File: config.mk
export PLATFORM = sky130hd
export DESIGN_NAME = mmcm_drp_responder
export DESIGN_NICKNAME = d
export VERILOG_FILES = /design/src/rtl/mmcm_drp_pkg.sv /design/src/rtl/mmcm_lock_model.sv /design/src/rtl/mmcm_drp_responder.sv
export SDC_FILE = /design/constraint.sdc
export NUM_CORES = 2
export LEC_CHECK = 0
export CORE_UTILIZATION = 35
export DETAILED_ROUTE_END_ITERATION = 6
export GPL_TIMING_DRIVEN = 1
export PLACE_DENSITY_LB_ADDON = 0.2
export SYNTH_ARGS = -nofsm -noshare
export SYNTH_HDL_FRONTEND = slang
export SYNTH_SLANG_ARGS = --single-unit
File: constraint.sdc
create_clock -name dclk -period 2.4 [get_ports dclk]
set_input_delay 0.48 -clock dclk [delete_from_list [all_inputs] [get_ports dclk]]
set_output_delay 0.48 -clock dclk [all_outputs]
set_load 0.02 [all_outputs]
File: src/rtl/mmcm_drp_pkg.sv
// Shared DRP widths, FSM state type and the valid-address map.
// The address map is used only when MMCM_DRP_ADDR_CHECK_EN is defined.
package mmcm_drp_pkg;

  localparam int DRP_ADDR_W = 7;
  localparam int DRP_DATA_W = 16;
  localparam int DRP_DEPTH  = 128;

  localparam logic [DRP_ADDR_W-1:0] VALID_LO_A   = 7'h06;
  localparam logic [DRP_ADDR_W-1:0] VALID_HI_A   = 7'h16;
  localparam logic [DRP_ADDR_W-1:0] VALID_LO_B   = 7'h18;
  localparam logic [DRP_ADDR_W-1:0] VALID_HI_B   = 7'h1A;
  localparam logic [DRP_ADDR_W-1:0] VALID_POWER  = 7'h28;
  localparam logic [DRP_ADDR_W-1:0] VALID_FILT_0 = 7'h4E;
  localparam logic [DRP_ADDR_W-1:0] VALID_FILT_1 = 7'h4F;

  typedef enum logic {
    IDLE,
    WAIT
  } drp_state_e;

  function automatic logic addr_valid(input logic [DRP_ADDR_W-1:0] a);
    return ((a >= VALID_LO_A) && (a <= VALID_HI_A)) ||
           ((a >= VALID_LO_B) && (a <= VALID_HI_B)) ||
           (a == VALID_POWER) || (a == VALID_FILT_0) || (a == VALID_FILT_1);
  endfunction

endpackage

File: src/rtl/mmcm_lock_model.sv
// Behavioural MMCM lock: LOCKED rises LOCK_DELAY dclk cycles after RST falls.
module mmcm_lock_model #(
  parameter int LOCK_DELAY = 64
) (
  input  logic dclk,
  input  logic rst,
  input  logic rst_mmcm,
  output logic locked
);

  logic [9:0] lock_cnt;

  // Any cycle in reset reloads the full count, so a short pulse restarts it.
  always_ff @(posedge dclk) begin
    if (rst || rst_mmcm) begin
      lock_cnt <= 10'(LOCK_DELAY);
      locked   <= 1'b0;
    end else if (lock_cnt > 10'd1) begin
      lock_cnt <= lock_cnt - 10'd1;
    end else begin
      lock_cnt <= 10'd0;
      locked   <= 1'b1;
    end
  end

endmodule

File: src/rtl/mmcm_drp_responder.sv
// MMCM DRP slave model: 128x16 register file, fixed drdy latency, lock model.
// Define MMCM_DRP_ADDR_CHECK_EN to reject accesses outside the MMCM register map.
module mmcm_drp_responder
  import mmcm_drp_pkg::*;
#(
  parameter int DRDY_LATENCY = 4,
  parameter int LOCK_DELAY   = 64
) (
  input  logic                  dclk,
  input  logic                  rst,
  input  logic                  den,
  input  logic                  dwe,
  input  logic [DRP_ADDR_W-1:0] daddr,
  input  logic [DRP_DATA_W-1:0] din,
  output logic [DRP_DATA_W-1:0] dout,
  output logic                  drdy,
  input  logic                  rst_mmcm,
  output logic                  locked,
  output logic                  busy,
  output logic                  err
);

  drp_state_e            state, state_nxt;
  logic [3:0]            lat_cnt, lat_cnt_nxt;
  logic [DRP_DATA_W-1:0] mem [DRP_DEPTH];
  logic [DRP_DATA_W-1:0] rdata;
  logic                  err_q;
  logic                  accept;
  logic                  stray;
  logic                  addr_ok;

`ifdef MMCM_DRP_ADDR_CHECK_EN
  assign addr_ok = addr_valid(daddr);
`else
  assign addr_ok = 1'b1;
`endif

  always_ff @(posedge dclk) begin
    if (rst) begin
      state   <= IDLE;
      lat_cnt <= 4'd0;
    end else begin
      state   <= state_nxt;
      lat_cnt <= lat_cnt_nxt;
    end
  end

  // The drdy cycle behaves as idle so a new den there is accepted back-to-back.
  always_comb begin
    state_nxt   = state;
    lat_cnt_nxt = lat_cnt;
    drdy        = (state == WAIT) && (lat_cnt == 4'd0);
    accept      = den && ((state == IDLE) || drdy);
    stray       = den && (state == WAIT) && !drdy;
    busy        = (state == WAIT) && !drdy;
    if (accept) begin
      state_nxt   = WAIT;
      lat_cnt_nxt = 4'(DRDY_LATENCY - 1);
    end else if (state == WAIT) begin
      if (drdy) state_nxt = IDLE;
      else      lat_cnt_nxt = lat_cnt - 4'd1;
    end
  end

  // Register file, read capture and the err pulse, which follows the offending edge.
  always_ff @(posedge dclk) begin
    if (rst) begin
      rdata <= '0;
      err_q <= 1'b0;
      for (int i = 0; i < DRP_DEPTH; i++) mem[i] <= '0;
    end else begin
      err_q <= stray || (accept && dwe && !rst_mmcm) || (accept && !addr_ok);
      if (accept) begin
        rdata <= (!dwe && addr_ok) ? mem[daddr] : '0;
        if (dwe && addr_ok) mem[daddr] <= din;
      end
    end
  end

  assign dout = drdy ? rdata : '0;
  assign err  = err_q;

  mmcm_lock_model #(
    .LOCK_DELAY(LOCK_DELAY)
  ) u_lock (
    .dclk    (dclk),
    .rst     (rst),
    .rst_mmcm(rst_mmcm),
    .locked  (locked)
  );

endmodule

**Yosys cells after proc, flatten, opt, wreduce, memory -nomap -nowiden**

Memories as Yosys holds them, arrays and structs flattened.
Index checks and enable logic that the tools add are counted.

- Flip-flop bits (word level): 33
- Memory bits (writable): 2048
- Input bits: 28
- Output and inout bits: 20
- Logic and storage cells: 53
- Memories: 1

- Add/sub/neg operators: 2
- $lt $le $gt $ge: 1
- Eq/ne operators: 1
- Mux-type cells: 18
- Bitwise operators: 3
- Reductions and logical operators: 19

Memory list:

| memory | words | width | rd ports | clocked after memory_dff | wr ports | line | RTL |
|---|---|---|---|---|---|---|---|
| mem | 128 | 16 | 1 | 0 | 128 | mmcm_drp_responder.sv:25 | `logic [DRP_DATA_W-1:0] mem [DRP_DEPTH];` |

Operators by type and width:

| kind | number |
|---|---|
| $mux 16 | 3 |
| $reduce_or 16->1 | 1 |
| $mux 7 | 2 |
| $gt 10x1->1 const B | 1 |
| $mux 1 | 10 |
| $sub 10x1->10 const B | 1 |
| $logic_and 1x1->1 | 7 |
| $mux 2 | 3 |
| $logic_not 4->1 | 1 |
| $reduce_and 2->1 | 2 |
| $reduce_or 2->1 | 2 |
| $sub 4x1->4 const B | 1 |
| $logic_or 1x1->1 | 3 |
| $not 1->1 | 3 |
| $logic_not 1->1 | 2 |
| $ne 2x1->1 const B | 1 |
| $reduce_bool 2->1 | 1 |

**Longest topological paths before layout**

- Depth in word-level cells: 9
- Gate-level depth with buffers: 12
- Depth with buffers taken out: 9

**Modules after synthesis**

From an unflattened synthesis, not the netlist that was laid out.

- Cells, all modules: 6910
- Area, all modules: 96493.8 um^2

By module, submodules not included:

| module | times used | cells an instance | area each (um^2) |
|---|---|---|---|
| mmcm_drp_responder | 1 | 6854 | 95967.0 |
| mmcm_lock_model | 1 | 56 | 526.8 |

**Least setup slack after synthesis**

OpenSTA, ideal clock, no wires.

- Path kind: register -> register
- Start: register lat_cnt[0]
- End: memory mem[56][0] (enable)
- Library setup time: 0.334 ns
- Arrival time: 2.179 ns
- Data required time: 2.066 ns
- Setup slack: -0.113 ns
- Stages on the path, launching flop included: 11
- Cell sequence: dfxtp_1 inv_1 ha_1 inv_1 o31ai_4 inv_2 nor3b_4 buf_4 nand3_2 nor2_1 or2_2

RTL lines:

| item | line | RTL |
|---|---|---|
| from (decl) | mmcm_drp_responder.sv:24 | `logic [3:0] lat_cnt, lat_cnt_nxt;` |
| from (signal assigned) | mmcm_drp_responder.sv:44 | `lat_cnt <= lat_cnt_nxt;` |
| to (decl) | mmcm_drp_responder.sv:25 |  |

**Worst setup path after layout**

- Start: register lat_cnt[0]
- End: output dout[4]

- Word-level cells in the longest chain between the ends: 3

RTL lines:

| item | line | RTL |
|---|---|---|
| $logic_not 4->1 | mmcm_drp_responder.sv:52 | `drdy = (state == WAIT) && (lat_cnt == 4'd0);` |
| $logic_and 1x1->1 | mmcm_drp_responder.sv:52 |  |
| $mux 16 | mmcm_drp_responder.sv:80 | `assign dout = drdy ? rdata : '0;` |
| to (decl) | mmcm_drp_responder.sv:15 | `output logic [DRP_DATA_W-1:0] dout,` |

Every way passes these cells.

==> load_flow_metrics.sql <==
INSERT INTO impl_metrics (metric_group, metric, value, unit) VALUES
('power_and_ir_drop', 'p_leak', '45.49', 'nW'),
('floorplan', 'floorplan.initialDensity', '35.18', '%'),
('global_route', 'first_global_vias', '64280', ''),
('clock_network', 'cts_max_level', '4', ''),
('run', 'max_cap_viol', '0', ''),
('setup_path', 'r2r_start', 'lat_cnt[0]', ''),
('final_layout', 'post_route_cells_drive_above_1_share', '27.30', '%'),
('sta', 'grt_setup_unrepaired', 'yes', ''),
('global_route', 'grt_use_total', '27.55', '%'),
('power_and_ir_drop', 'ir_worst_vdd', '0.0007229', 'V'),
('clock_network', 'clock-sinks', '2081', ''),
('sta', 'min_period', '3061', 'ps'),
('routing', 'number_of_iterations_in_the_first_detailed_routing_pass', '7', ''),
('sta', 'maxSlewHeadroom', '24.00', '%'),
('clock_network', 'ctsRootBufferMaster', 'clkbuf_16', ''),
('hold_path', 'hold_critical_path_depth', '2', ''),
('floorplan', 'die_width', '523.4', 'um'),
('routing', 'via_density_per_instance', '5.663', ''),
('sta', 'finalHoldWorstSlack', '100.9', 'ps'),
('setup_path', 'timing.critical_path.from', 'lat_cnt[0]', ''),
('setup_path', 'timing.critical_path.from_type', 'flip-flop', ''),
('power_and_ir_drop', 'power_density', '701.4', 'nW/um2'),
('final_layout', 'layout_common_cells', 'and2_1, edfxtp_1, buf_4', ''),
('sta', 'final.period_utilization', '127.5', '%'),
('final_layout', 'final_cell_area', '120600', 'um2'),
('logic_synthesis', 'synth_warnings', '0', ''),
('logic_synthesis', 'netlist_instances', '7008', ''),
('setup_path', 'criticalPathCategory', 'reg -> out', ''),
('logic_synthesis', 'yosys.cell_types.count', '87', ''),
('logic_synthesis', 'ffs_w_async_s_r_synth', '0', '%'),
('place', 'placed_area', '110800', 'um2'),
('floorplan', 'ios', '48', ''),
('floorplan', 'coreArea', '270500', 'um2'),
('routing', 'dr.first_iter.drc_count', '8628', ''),
('routing', 'routed_wl', '383400', 'um'),
('outcome', 'violations', 'DRC, setup timing', ''),
('clock_network', 'worst_skew_pair.late_latency', '890', 'ps'),
('routing', 'routedWlPerCell', '32.81', 'um'),
('floorplan', 'vertical_extent_of_the_die', '523.4', 'um'),
('place', 'place.gp.congestion', '0.9334', ''),
('logic_synthesis', 'number_of_enable_flip_flop_cells_after_synthesis', '2048', ''),
('sta', 'hold_viol_final', '0', ''),
('sta', 'worst_pin_slew', '1128', 'ps'),
('place', 'io_buffer_count', '47', ''),
('sta', 'tns', '-1230820', 'ps'),
('place', 'detailed_place_hpwl', '257200', 'um'),
('floorplan', 'fp-row-count', '191', ''),
('routing', 'route.antenna.remaining_nets', '0', ''),
('place', 'detailedPlace.worstSlack', '-1730', 'ps'),
('sta', 'slew_violations', '0', ''),
('clock_network', 'clock_pin_slew_on_the_worst_setup_and_hold_paths', '60', 'ps'),
('logic_synthesis', 'mappedNetlistNets', '7040', ''),
('setup_path', 'required', '1920', 'ps'),
('final_layout', 'fin_nets', '7947', ''),
('final_layout', 'syn_to_final_growth', '26.72', '%'),
('routing', 'via_count', '66180', ''),
('global_route', 'grt_max_degree', '96', ''),
('sta', 'clock_skew', '59.05', 'ps'),
('hold_path', 'worstHoldStart', 'din[12]', ''),
('global_route', 'grt_antenna_before_repair', '25', ''),
('logic_synthesis', 'yosysSeqAreaShare', '65.32', '%'),
('sta', 'fmax', '326.7', 'MHz'),
('outcome', 'status', 'finished with violations', ''),
('sta', 'setup_violations', '4130', ''),
('logic_synthesis', 'post_synth_instance_area', '95160', 'um2'),
('global_route', 'grt_overflow', '0', ''),
('global_route', 'grt_pass1_wl', '525500', 'um'),
('sta', 'final.setup.worst_slack', '-660.7', 'ps'),
('floorplan', 'dieArea', '274000', 'um2'),
('hold_path', 'hold_path.class', 'in -> reg', ''),
('setup_path', 'endpoint_kind_of_the_worst_setup_timing_path', 'output pin', ''),
('setup_path', 'data_arrival_critical_path', '2580', 'ps'),
('logic_synthesis', 'yosys_most_used_dff', 'edfxtp_1', ''),
('logic_synthesis', 'synth_seq_cells', '2081', ''),
('setup_path', 'depth_of_the_worst_register_to_register_path', '16', ''),
('clock_network', 'cts_tree', 'built', ''),
('setup_path', 'path_max_fanout', '9', ''),
('logic_synthesis', 'synth_area_per_cell', '13.58', 'um2'),
('clock_network', 'tritoncts.num_buffers', '228', ''),
('routing', 'route.detailed.drc', '3', ''),
('clock_network', 'clock_path_buffers', '3', '');
cell type report:
class	instances	area [um2]
diodes	10	25.02
clock buffers	285	6002
clock inverters	135	1164
fillers	24230	149900
inverters	13	65.06
multi-input cells	4237	31170
flip-flops and latches	2081	62160
well taps	3570	4467
repair buffers	1354	15530
registers in the layout (all words and copies together), names as in the netlist:
name             count
err                  1
lat_cnt              4
mem               2048
rdata               16
state                1
u_lock.lock_cnt     10
u_lock.locked        1
cells by family (layout without fill, tap and decap cells):
group | Yosys count | after routing | synth area share [%]
xor+xnor | 10 | 10 | 0.09204
flops | 2081 | 2081 | 65.32
mux | 376 | 376 | 5.784
fa+ha+maj | 4 | 4 | 0.05259
simple gates | 2777 | 2777 | 17.15
buf+inv | 690 | 1787 | 3.134
other cells | 0 | 10 | 0
compound gates | 1070 | 1070 | 8.467
power breakdown:
group	internal, mW	switching (mW)	leakage [nW]	total (mW)
Combinational	3.37	5.38	20.4	8.75
Sequential	40.9	0.393	21.6	41.3
Clock	19.3	15.2	3.50	34.5
Total	63.6	21.0	45.5	84.6
metal layers:
metal / vias up / wire (um) / share of wire, % / GRT usage (%)
li1: 27720 / - / - / -
met1: 34350 / 156100 / 41 / 37.20
met2: 3437 / 173500 / 45 / 43.06
met3: 676 / 33960 / 8.9 / 5.255
met4: 2 / 19850 / 5.2 / 12.26
met5: - / 11 / 0.0029 / 0
stage by stage:
stage | std cells | power [mW] | util [%]
after floorplan | 7008 | 45.11 | -
after CTS | 11660 | 84.66 | 44.21
after global routing | 11680 | 86.39 | 44.57
final | 11690 | 84.58 | 44.58
after detailed placement | 11170 | 50.30 | 40.94
after global placement | 11160 | 50.25 | 40.94
cell usage after synthesis, types with 9 or more instances:
| cell | n | area, um2 |
|---|---|---|
| a2111oi_0 | 17 | 148.9 |
| a211oi_1 | 20 | 150.1 |
| a21oi_1 | 132 | 660.6 |
| a221o_1 | 68 | 680.7 |
| a221oi_1 | 262 | 2295 |
| a222oi_1 | 9 | 90.09 |
| a22o_1 | 44 | 385.4 |
| a22oi_1 | 152 | 1141 |
| a311oi_1 | 11 | 96.34 |
| a31oi_1 | 38 | 237.7 |
| and2_1 | 2075 | 12980 |
| buf_1 | 25 | 93.84 |
| buf_2 | 121 | 605.6 |
| buf_4 | 50 | 375.4 |
| clkbuf_1 | 473 | 1775 |
| dfxtp_1 | 33 | 660.6 |
| edfxtp_1 | 2048 | 61500 |
| inv_1 | 9 | 33.78 |
| mux2_2 | 110 | 1239 |
| mux2i_1 | 137 | 1371 |
| mux4_2 | 128 | 2883 |
| nand2_1 | 197 | 739.5 |
| nand2b_1 | 12 | 75.07 |
| nand3_1 | 25 | 125.1 |
| nand4_1 | 12 | 75.07 |
| nor2_1 | 232 | 870.8 |
| nor2_2 | 10 | 62.56 |
| nor3_1 | 21 | 105.1 |
| nor4_1 | 16 | 100.1 |
| o2111ai_1 | 10 | 87.58 |
| o211ai_1 | 21 | 157.7 |
| o21ai_0 | 140 | 700.7 |
| o22ai_1 | 35 | 219.0 |
| o2bb2ai_1 | 13 | 113.9 |
| o31ai_1 | 11 | 82.58 |
| or2_2 | 129 | 807.0 |
path summary, 6_finish.rpt:
check | slack [ps] | to
min reg2reg | 470 | u_lock.locked
max reg2reg | -500 | mem[31][11]
min | 100 | mem[30][12]
max | -660 | dout[4]
critical path, stage by stage (launching register included):
cell	delay, ps
dfxtp_1	330
inv_2	90
ha_4	140
inv_4	30
buf_6	100
nor4b_4	230
buf_4	170
buf_12	150
and2_4	170
buf_12	130
buf_12	110
what timing repair did:
action                     in CTS  in global routing
setup endpoints to repair    3731               4132
gates cloned                   10                 20
gates resized for setup       219                139
hold endpoints to repair        9                  0
pin swaps                      38                 48
setup buffers                  66                 16
hold buffers                    3                  0
Note: power is estimated with default switching activity, not from simulation.
